## config.mk

```make
export PLATFORM = sky130hd
export DESIGN_NAME = period_meter
export DESIGN_NICKNAME = d
export VERILOG_FILES = /design/src/rtl/period_meter.sv
export SDC_FILE = /design/constraint.sdc
export NUM_CORES = 1
export LEC_CHECK = 0
export CAP_MARGIN = 20
export CELL_PAD_IN_SITES_DETAIL_PLACEMENT = 0
export CELL_PAD_IN_SITES_GLOBAL_PLACEMENT = 1
export CORE_ASPECT_RATIO = 0.9
export CORE_UTILIZATION = 41
export DETAILED_ROUTE_END_ITERATION = 10
export HOLD_SLACK_MARGIN = 0.06
export PLACE_DENSITY = 0.78
export SLEW_MARGIN = 20
export SYNTH_ARGS = -nofsm -noshare
export SYNTH_HDL_FRONTEND = slang
export SYNTH_SLANG_ARGS = --single-unit
```

## constraint.sdc

```tcl
create_clock -name clk_in -period 1.97 [get_ports clk_in]
set_clock_uncertainty 0.2 [all_clocks]
set_input_delay 0.394 -clock clk_in [delete_from_list [all_inputs] [get_ports clk_in]]
set_output_delay 0.394 -clock clk_in [all_outputs]
set_load 0.01 [all_outputs]
```

## src/rtl/period_meter.sv

```systemverilog
// Period and high-time meter for an asynchronous input, measured in clk_in cycles.
// Results are offered on a valid/ready handshake; a result arriving while one is stalled is dropped.
module period_meter #(
  parameter int unsigned CNT_W       = 32,
  parameter int unsigned TIMEOUT_CYC = 180000000
) (
  input  logic             clk_in,
  input  logic             rst_n_in,
  input  logic             sig_in,
  input  logic             meas_ready_in,
  output logic             meas_valid_out,
  output logic [CNT_W-1:0] period_out,
  output logic [CNT_W-1:0] high_out,
  output logic             timeout_out,
  output logic             overrun_out
);

  typedef enum logic {StIdle, StMeasure} state_e;

  localparam logic [CNT_W-1:0] TimeoutVal = CNT_W'(TIMEOUT_CYC);
  localparam logic [CNT_W-1:0] CntOne     = CNT_W'(1);

  logic             r_sync1, r_sync2, r_sync3;
  state_e           r_state, w_state_d;
  logic [CNT_W-1:0] r_cnt, w_cnt_d;
  logic [CNT_W-1:0] r_high_cnt, w_high_cnt_d;
  logic             r_fall_seen, w_fall_seen_d;
  logic             r_valid, r_timeout, r_overrun;
  logic [CNT_W-1:0] r_period, r_high;
  logic             w_rise, w_fall, w_done, w_timeout;

  assign w_rise = r_sync2 & ~r_sync3;
  assign w_fall = ~r_sync2 & r_sync3;

  always_ff @(posedge clk_in or negedge rst_n_in) begin
    if (!rst_n_in) begin
      r_sync1     <= 1'b0;
      r_sync2     <= 1'b0;
      r_sync3     <= 1'b0;
      r_state     <= StIdle;
      r_cnt       <= '0;
      r_high_cnt  <= '0;
      r_fall_seen <= 1'b0;
    end else begin
      r_sync1     <= sig_in;
      r_sync2     <= r_sync1;
      r_sync3     <= r_sync2;
      r_state     <= w_state_d;
      r_cnt       <= w_cnt_d;
      r_high_cnt  <= w_high_cnt_d;
      r_fall_seen <= w_fall_seen_d;
    end
  end

  always_comb begin
    w_state_d     = r_state;
    w_cnt_d       = r_cnt;
    w_high_cnt_d  = r_high_cnt;
    w_fall_seen_d = r_fall_seen;
    w_done        = 1'b0;
    w_timeout     = 1'b0;
    case (r_state)
      StIdle: begin
        if (w_rise) begin
          w_state_d     = StMeasure;
          w_cnt_d       = CntOne;
          w_high_cnt_d  = '0;
          w_fall_seen_d = 1'b0;
        end
      end
      StMeasure: begin
        // A rise on the timeout cycle still completes the measurement.
        if (w_rise) begin
          w_done        = 1'b1;
          w_cnt_d       = CntOne;
          w_high_cnt_d  = '0;
          w_fall_seen_d = 1'b0;
        end else if (r_cnt >= TimeoutVal) begin
          w_timeout     = 1'b1;
          w_state_d     = StIdle;
          w_cnt_d       = '0;
        end else begin
          w_cnt_d = r_cnt + CntOne;
          if (w_fall && !r_fall_seen) begin
            w_high_cnt_d  = r_cnt;
            w_fall_seen_d = 1'b1;
          end
        end
      end
      default: w_state_d = StIdle;
    endcase
  end

  always_ff @(posedge clk_in or negedge rst_n_in) begin
    if (!rst_n_in) begin
      r_valid   <= 1'b0;
      r_period  <= '0;
      r_high    <= '0;
      r_timeout <= 1'b0;
      r_overrun <= 1'b0;
    end else begin
      r_timeout <= w_timeout;
      r_overrun <= 1'b0;
      if (w_done && (!r_valid || meas_ready_in)) begin
        r_valid  <= 1'b1;
        r_period <= r_cnt;
        r_high   <= r_high_cnt;
      end else if (w_done) begin
        r_overrun <= 1'b1;
      end else if (r_valid && meas_ready_in) begin
        r_valid <= 1'b0;
      end
    end
  end

  assign meas_valid_out = r_valid;
  assign period_out     = r_period;
  assign high_out       = r_high;
  assign timeout_out    = r_timeout;
  assign overrun_out    = r_overrun;

endmodule

```

==> results of run 1 <==
## report_power, final
part	internal, W	switching [W]
sequential	0.00292	0.0000931
clock	0.00240	0.00111
combinational	0.000386	0.000359
## critical path, delay by kind of cell, from the launching register on
kind,cells,cell delay (ns)
buffers and inverters,2,0.33
AO/OA/AOI/OAI,1,0.17
multiplexers,1,0.22
flip-flops,1,0.39
AND/OR/NAND/NOR,3,0.73
## worst paths after layout
kind,slack [ns],depth (start not counted),startpoint,endpoint
max,-0.17,7,r_cnt[22],r_high_cnt[24]
min,0.16,0,r_sync1,r_sync2
max reg2reg,-0.17,7,r_cnt[22],r_high_cnt[24]
min reg2reg,0.16,0,r_sync1,r_sync2
max in group asynchronous,0.73,3,rst_n_in,period_out[19]
min in group asynchronous,0.29,2,rst_n_in,high_out[8]
## state kept, by name, indices dropped and copies added, names as in the netlist
name and count:
r_sync1 1, timeout_out 1, r_sync2 1, r_cnt 32
r_sync3 1, r_high_cnt 32, overrun_out 1, high_out 32
meas_valid_out 1, r_fall_seen 1, r_state 1, period_out 32
## per-layer routing
metal | vias up | global-route usage [%]
met5 | - | 0
met3 | 12 | 6.138
met2 | 119 | 31.43
met1 | 2167 | 27.99
met4 | 0 | 5.882
li1 | 2003 | -
## cell usage after synthesis, drive strengths merged
library cell  count  area [um^2]
a21o              1        8.760
a41oi             1        8.760
ha                2        25.02
mux2             64        720.7
xnor2            12        105.1
o21bai            1        7.510
o22ai             3        18.77
and4b             1        10.01
a211oi            3        35.03
nand4b            1        8.760
o211a             1        10.01
dlygate4sd1       1        8.760
nor2b             1        6.260
or3               2        12.51
nor3             19        95.09
and3              9        58.80
dfrtp           136         3403
and4              4        37.54
o21ai             8        40.04
or4b              2        23.77
mux2i            30        300.3
inv              29        108.9
nand3            18        102.6
o211ai            6        45.04
nand2            46        180.2
o311ai            1        8.760
nand4            18        118.9
a21bo             1        10.01
nor4              4        46.29
buf              17        147.6
o31ai             1        7.510
and2              7        43.79
nand2b            3        18.77
a31oi            10        62.56
a21oi             5        32.53
nor2             11        41.29
clkbuf           12        47.55
## cells by family (layout without fill, tap and decap cells)
family / after synthesis / in the layout
compound gates: 42 / 42
simple gates: 146 / 146
flops: 136 / 136
buf+inv: 59 / 206
fa+ha+maj: 2 / 2
xor+xnor: 12 / 12
mux: 94 / 94
## stage by stage
step                setup TNS, ns  cell area (um^2)  total power [W]
detailed placement         -19.95              7351         0.003745
CTS                        -5.611              8208         0.007314
global route               -9.849              8391         0.007592
global placement           -15.70              7351         0.003720
floorplan                  -1.293              6016         0.003386
finish                     -6.684              8391         0.007269
## area by class of cell
class                           count  area share (%)
Inverter                           29           1.297
Sequential cell                   136           40.59
Clock inverter                      9           2.326
Clock buffer                       23           5.458
Timing Repair Buffer              145           17.34
Tap cell                          193           2.878
Multi-Input combinational cell    296           30.11
## what timing repair did
action,CTS,global route
hold endpoints to repair,43,0
setup buffers,3,5
gates resized for setup,29,32
cloned,1,1
pin swaps,14,8
endpoints found under the setup margin,62,92
hold buffers,1,0
==> impl_metrics.toml, run 1 <==
[placement]
gp_congestion = 0.8406
placedCellCount = 789
hpwl_mm = 9.306
port_buffers = 70
place_ws_ns = -0.2257

[power_and_ir_drop]
peakVddDrop_mv = 0.5763
powerDensity_nw_per_um2 = 866.3
p_leak_nw = 4.029

[outcome]
status = "complete, but fails checks"
violations = "negative setup slack"

[setup_path]
crit_arrival_ns = 2.27
path_cells = "or4b_4, a211oi_4, buf_6, nand2_8, nand3_4, buf_12, mux2i_1"
critical_path_required_ns = 2.11
endpoint_kind = "register"
critPathMaxStageDelay_ns = 0.55
cp_slowest_cell = "or4b_4"
cp-start-kind = "register"
path_class = "reg -> reg"
crit_fanout = 11

[synth]
synth_fa_ha_area_share_pct = 0.4194
synthXorXnorAreaFrac_pct = 1.761
synth_warnings = 0
synth-compound-area-share_pct = 4.949
synth_fp_nets = 497
ys_ff_latch = 136
synth_top_family_by_area = "multiplexers"
syn-cell-area_um2 = 5967
synth_simple_gate_area_share_pct = 13.48
ys_types = 52
synth_seq_area_share_pct = 57.04
syn_inst = 491
synthMuxAreaShare_pct = 17.11
syn_avg_cell_area_um2 = 12.15

[sta]
setup_viol = 61
hold_viol = 0
finalWorstSetupSlack_ns = -0.1656
finalCritPeriodShare_pct = 108.4
period_minus_slack_ns = 2.136
max_freq_ghz = 0.4683
worstMarginPinSlew_ns = 0.8303
rsz0062_at_grt = "true"
whs_ns = 0.1575
drv_slew = 0
slew_headroom_pct = 44.59

[clock_tree]
clock_sinks = 136
cts_htree_levels = 4
clk_pin_slew_ns = 0.05
numCtsBuffers = 17
root_buffer = "clkbuf_16"
clockBufferDepth = 2
insertion_delay_ns = 0.42
cts_tree = "yes"

[cells_and_area]
regArea_um2 = 3406
area_growth_syn_to_layout_pct = 40.62
fill_cells = 1100
multi_input_area_um2 = 2526
utilization_pct = 59.48
final_layout_size_suffix_gt1_share_pct = 34.33
mostFrequentLayoutCell = "dfrtp_1"
stdcell_count = 831
final_cell_mix = "134 x dfrtp_1, 64 x mux2_2, 63 x clkdlybuf4s50_1"
fin_nets = 631
diodes = 0

[route]
top_layer = "met4"
dr.pass1.iters = 5
drtIter0Drc = 120
wire_per_inst_um = 16.72
wl_met2_mm = 6.598
drt-total-wl_mm = 13.89
vias = 4301
drt-met1-wl_mm = 6.510
wl_met3_um = 651
drc = 0
viasPerCell = 5.176
ant_nets = 0

[grt]
antenna_found_initial = 0
grt_pass1_wl_mm = 23.16
grt_usage_pct = 20.42
grt_max_degree = 47
grt_overflow = 0
grt_pass1_vias = 4463

[floorplanning]
row_count = 41
coreArea_um2 = 14110
die_x_um = 129.2
io-pin-count = 71
initial_utilization_pct = 42.30
die_y_um = 116.4
dieArea_um2 = 15040

[worst_hold_path]
hold_class = "reg -> reg"

[run]
cap_violations = 0
Note: power is estimated with default switching activity, not from simulation.
==> run 2: changes to the inputs <==
ABC_AREA = 1   (was not set)
CORE_UTILIZATION = 38   (was 41)
PLACE_DENSITY = 0.77   (was 0.78)
==> impl_metrics.toml, run 2 <==
[worst_hold_path]
hold_class = "reg -> reg"

[floorplanning]
initial_utilization_pct = 39.11
coreArea_um2 = 15550
dieArea_um2 = 16510
io-pin-count = 71
row_count = 43
die_y_um = 122.0
die_x_um = 135.3

[synth]
synth_seq_area_share_pct = 55.97
yosys-top-cells-count = "201 x nand2_1, 136 x dfrtp_1, 92 x nand3_1, 75 x nor2_1, 52 x inv_1"
ys_types = 25
syn-cell-area_um2 = 6081
synth_warnings = 0
yosysTopAreaCell = "dfrtp_1"
synth_ff_type = "dfrtp_1"
ys_ff_latch = 136
synth_edf_count = 0
yosysMostFrequentCell = "nand2_1"
synth_area_leaders = "dfrtp_1 56%, nand2_1 12%, nand3_1 7.6%"
synth_fp_nets = 704
synth_top_area_share_pct = 55.97
syn_avg_cell_area_um2 = 8.712
async_flop_share_pct = 100.0
syn_inst = 698

[cells_and_area]
utilization_pct = 52.58
final_layout_size_suffix_gt1_share_pct = 18.40
final_cell_mix = "196 x nand2_1, 132 x dfrtp_1, 92 x nand3_1"
area_growth_syn_to_layout_pct = 34.44
diodes = 0
fin_nets = 820
mostFrequentLayoutCell = "nand2_1"

[sta]
whs_ns = 0.1494
hold_viol = 0
worstMarginPinSlew_ns = 0.4774
finalCritPeriodShare_pct = 97.63
slew_headroom_pct = 68.17
period_minus_slack_ns = 1.923
drv_slew = 0
max_freq_ghz = 0.5200
setup_viol = 0
rsz0062_at_grt = "true"

[setup_path]
cpMostUsedCell = "nand2_1"
endpoint_kind = "register"
critPathMaxStageDelay_ns = 0.46
cp-start-kind = "register"
critical_path_required_ns = 2.13
crit_arrival_ns = 2.08
path_cells = "nand2_2, inv_2, o21ai_2, nand2_1, a21oi_2, buf_4, nand3_4, inv_8, clkbuf_16, nand3_1, nand2_1"
path_class = "reg -> reg"
crit_fanout = 6
cp_slowest_cell = "dfrtp_2"

[placement]
gp_congestion = 0.8867
hpwl_mm = 10.18
port_buffers = 70

[power_and_ir_drop]
peakVddDrop_mv = 0.5772
p_leak_nw = 4.035
powerDensity_nw_per_um2 = 854.5

[route]
drt-total-wl_mm = 15.14
drc = 0
drtIter0Drc = 291
ant_nets = 0
dr.pass1.iters = 5
viasPerCell = 4.957
wire_per_inst_um = 14.72
vias = 5096

[clock_tree]
root_buffer = "clkbuf_16"
clockBufferDepth = 2
clk_pin_slew_ns = 0.06
cts_htree_levels = 4
cts_tree = "yes"
numCtsBuffers = 17
clock_sinks = 136
insertion_delay_ns = 0.42

[grt]
grt_pass1_vias = 4864
grt_max_degree = 68
grt_pass1_wl_mm = 24.33
antenna_found_initial = 0
grt_overflow = 0
grt_usage_pct = 19.28

[run]
cap_violations = 0

[outcome]
status = "finished clean"
## run 2: changes by cell type after synthesis, moves of 23 or more
cell,change
nand2_1,+156
nand3_1,+75
nor2_1,+64
mux2_2,-34
mux2i_1,-30
o21ai_0,+28
inv_1,+23
## run 2: area by class of cell
class	count	area, um^2
fill	1390	7373
clock buffer	23	467.9
timing repair buffer	134	1341
multi-input combinational	472	2354
tap	202	252.7
clock inverter	8	145.1
sequential	136	3408
inverter	53	206.4
## run 2: through the flow
step | area [um^2] | setup slack (ns) | power (W) | setup TNS, ns | cells
2_1_floorplan | 6081 | 0.1945 | 0.003344 | 0 | 698
3_3_place_gp | 7327 | -0.09233 | 0.003697 | -2.328 | 982
3_5_place_dp | 7327 | -0.1010 | 0.003716 | -2.666 | 982
4_1_cts | 7976 | 0.002857 | 0.007060 | 0 | 1017
5_1_grt | 8175 | -0.04070 | 0.007266 | -0.5066 | 1028
6_report | 8175 | 0.04677 | 0.006986 | 0 | 1028
## run 2: worst paths after layout
path	from	end	slack (ns)	depth (start not counted)
max in group asynchronous	rst_n_in	r_cnt[5]	0.72	3
worst max-delay path	r_cnt[24]	r_cnt[10]	0.05	11
worst min-delay path	r_sync1	r_sync2	0.15	0
min in group asynchronous	rst_n_in	r_high_cnt[26]	0.28	2
worst max register to register	r_cnt[24]	r_cnt[10]	0.05	11
worst min register to register	r_sync1	r_sync2	0.15	0
## run 2: where the power goes
group / switching (W) / internal (W) / total, W
logic: 0.000359 / 0.000303 / 0.000662
clock network: 0.00115 / 0.00217 / 0.00332
registers: 0.0000916 / 0.00292 / 0.00301
## run 2: worst max-delay path, delay by kind of cell (launching register included)
| kind | cells | cell delay (ns) |
|---|---|---|
| AND/OR/NAND/NOR | 5 | 0.44 |
| AO/OA/AOI/OAI | 2 | 0.28 |
| buffers and inverters | 4 | 0.46 |
| flip-flops | 1 | 0.46 |
## run 2: logic make-up (layout without fill, tap and decap cells)
logic type | after synthesis | count (layout) | share of synthesized area (%)
compound gates | 40 | 40 | 3.415
xor+xnor | 13 | 13 | 1.872
fa+ha+maj | 2 | 2 | 0.4115
buf+inv | 90 | 218 | 6.255
flops | 136 | 136 | 55.97
mux | 30 | 30 | 5.555
simple gates | 387 | 387 | 26.52
## run 2: layer usage
metal	vias to the layer above	part of all wire (%)	track usage [%]
met2	134	47	30.13
met4	0	2.0	8.216
met3	21	4.6	3.995
met1	2478	46	25.99
li1	2463	-	-
met5	-	0	0
## run 2: repair_timing
action,in CTS,in global routing
endpoints found under the hold margin,41,0
cloned,1,3
pin swaps,2,9
setup endpoints to repair,20,65
gates resized for setup,3,33
hold buffers,1,0
buffers inserted,2,8
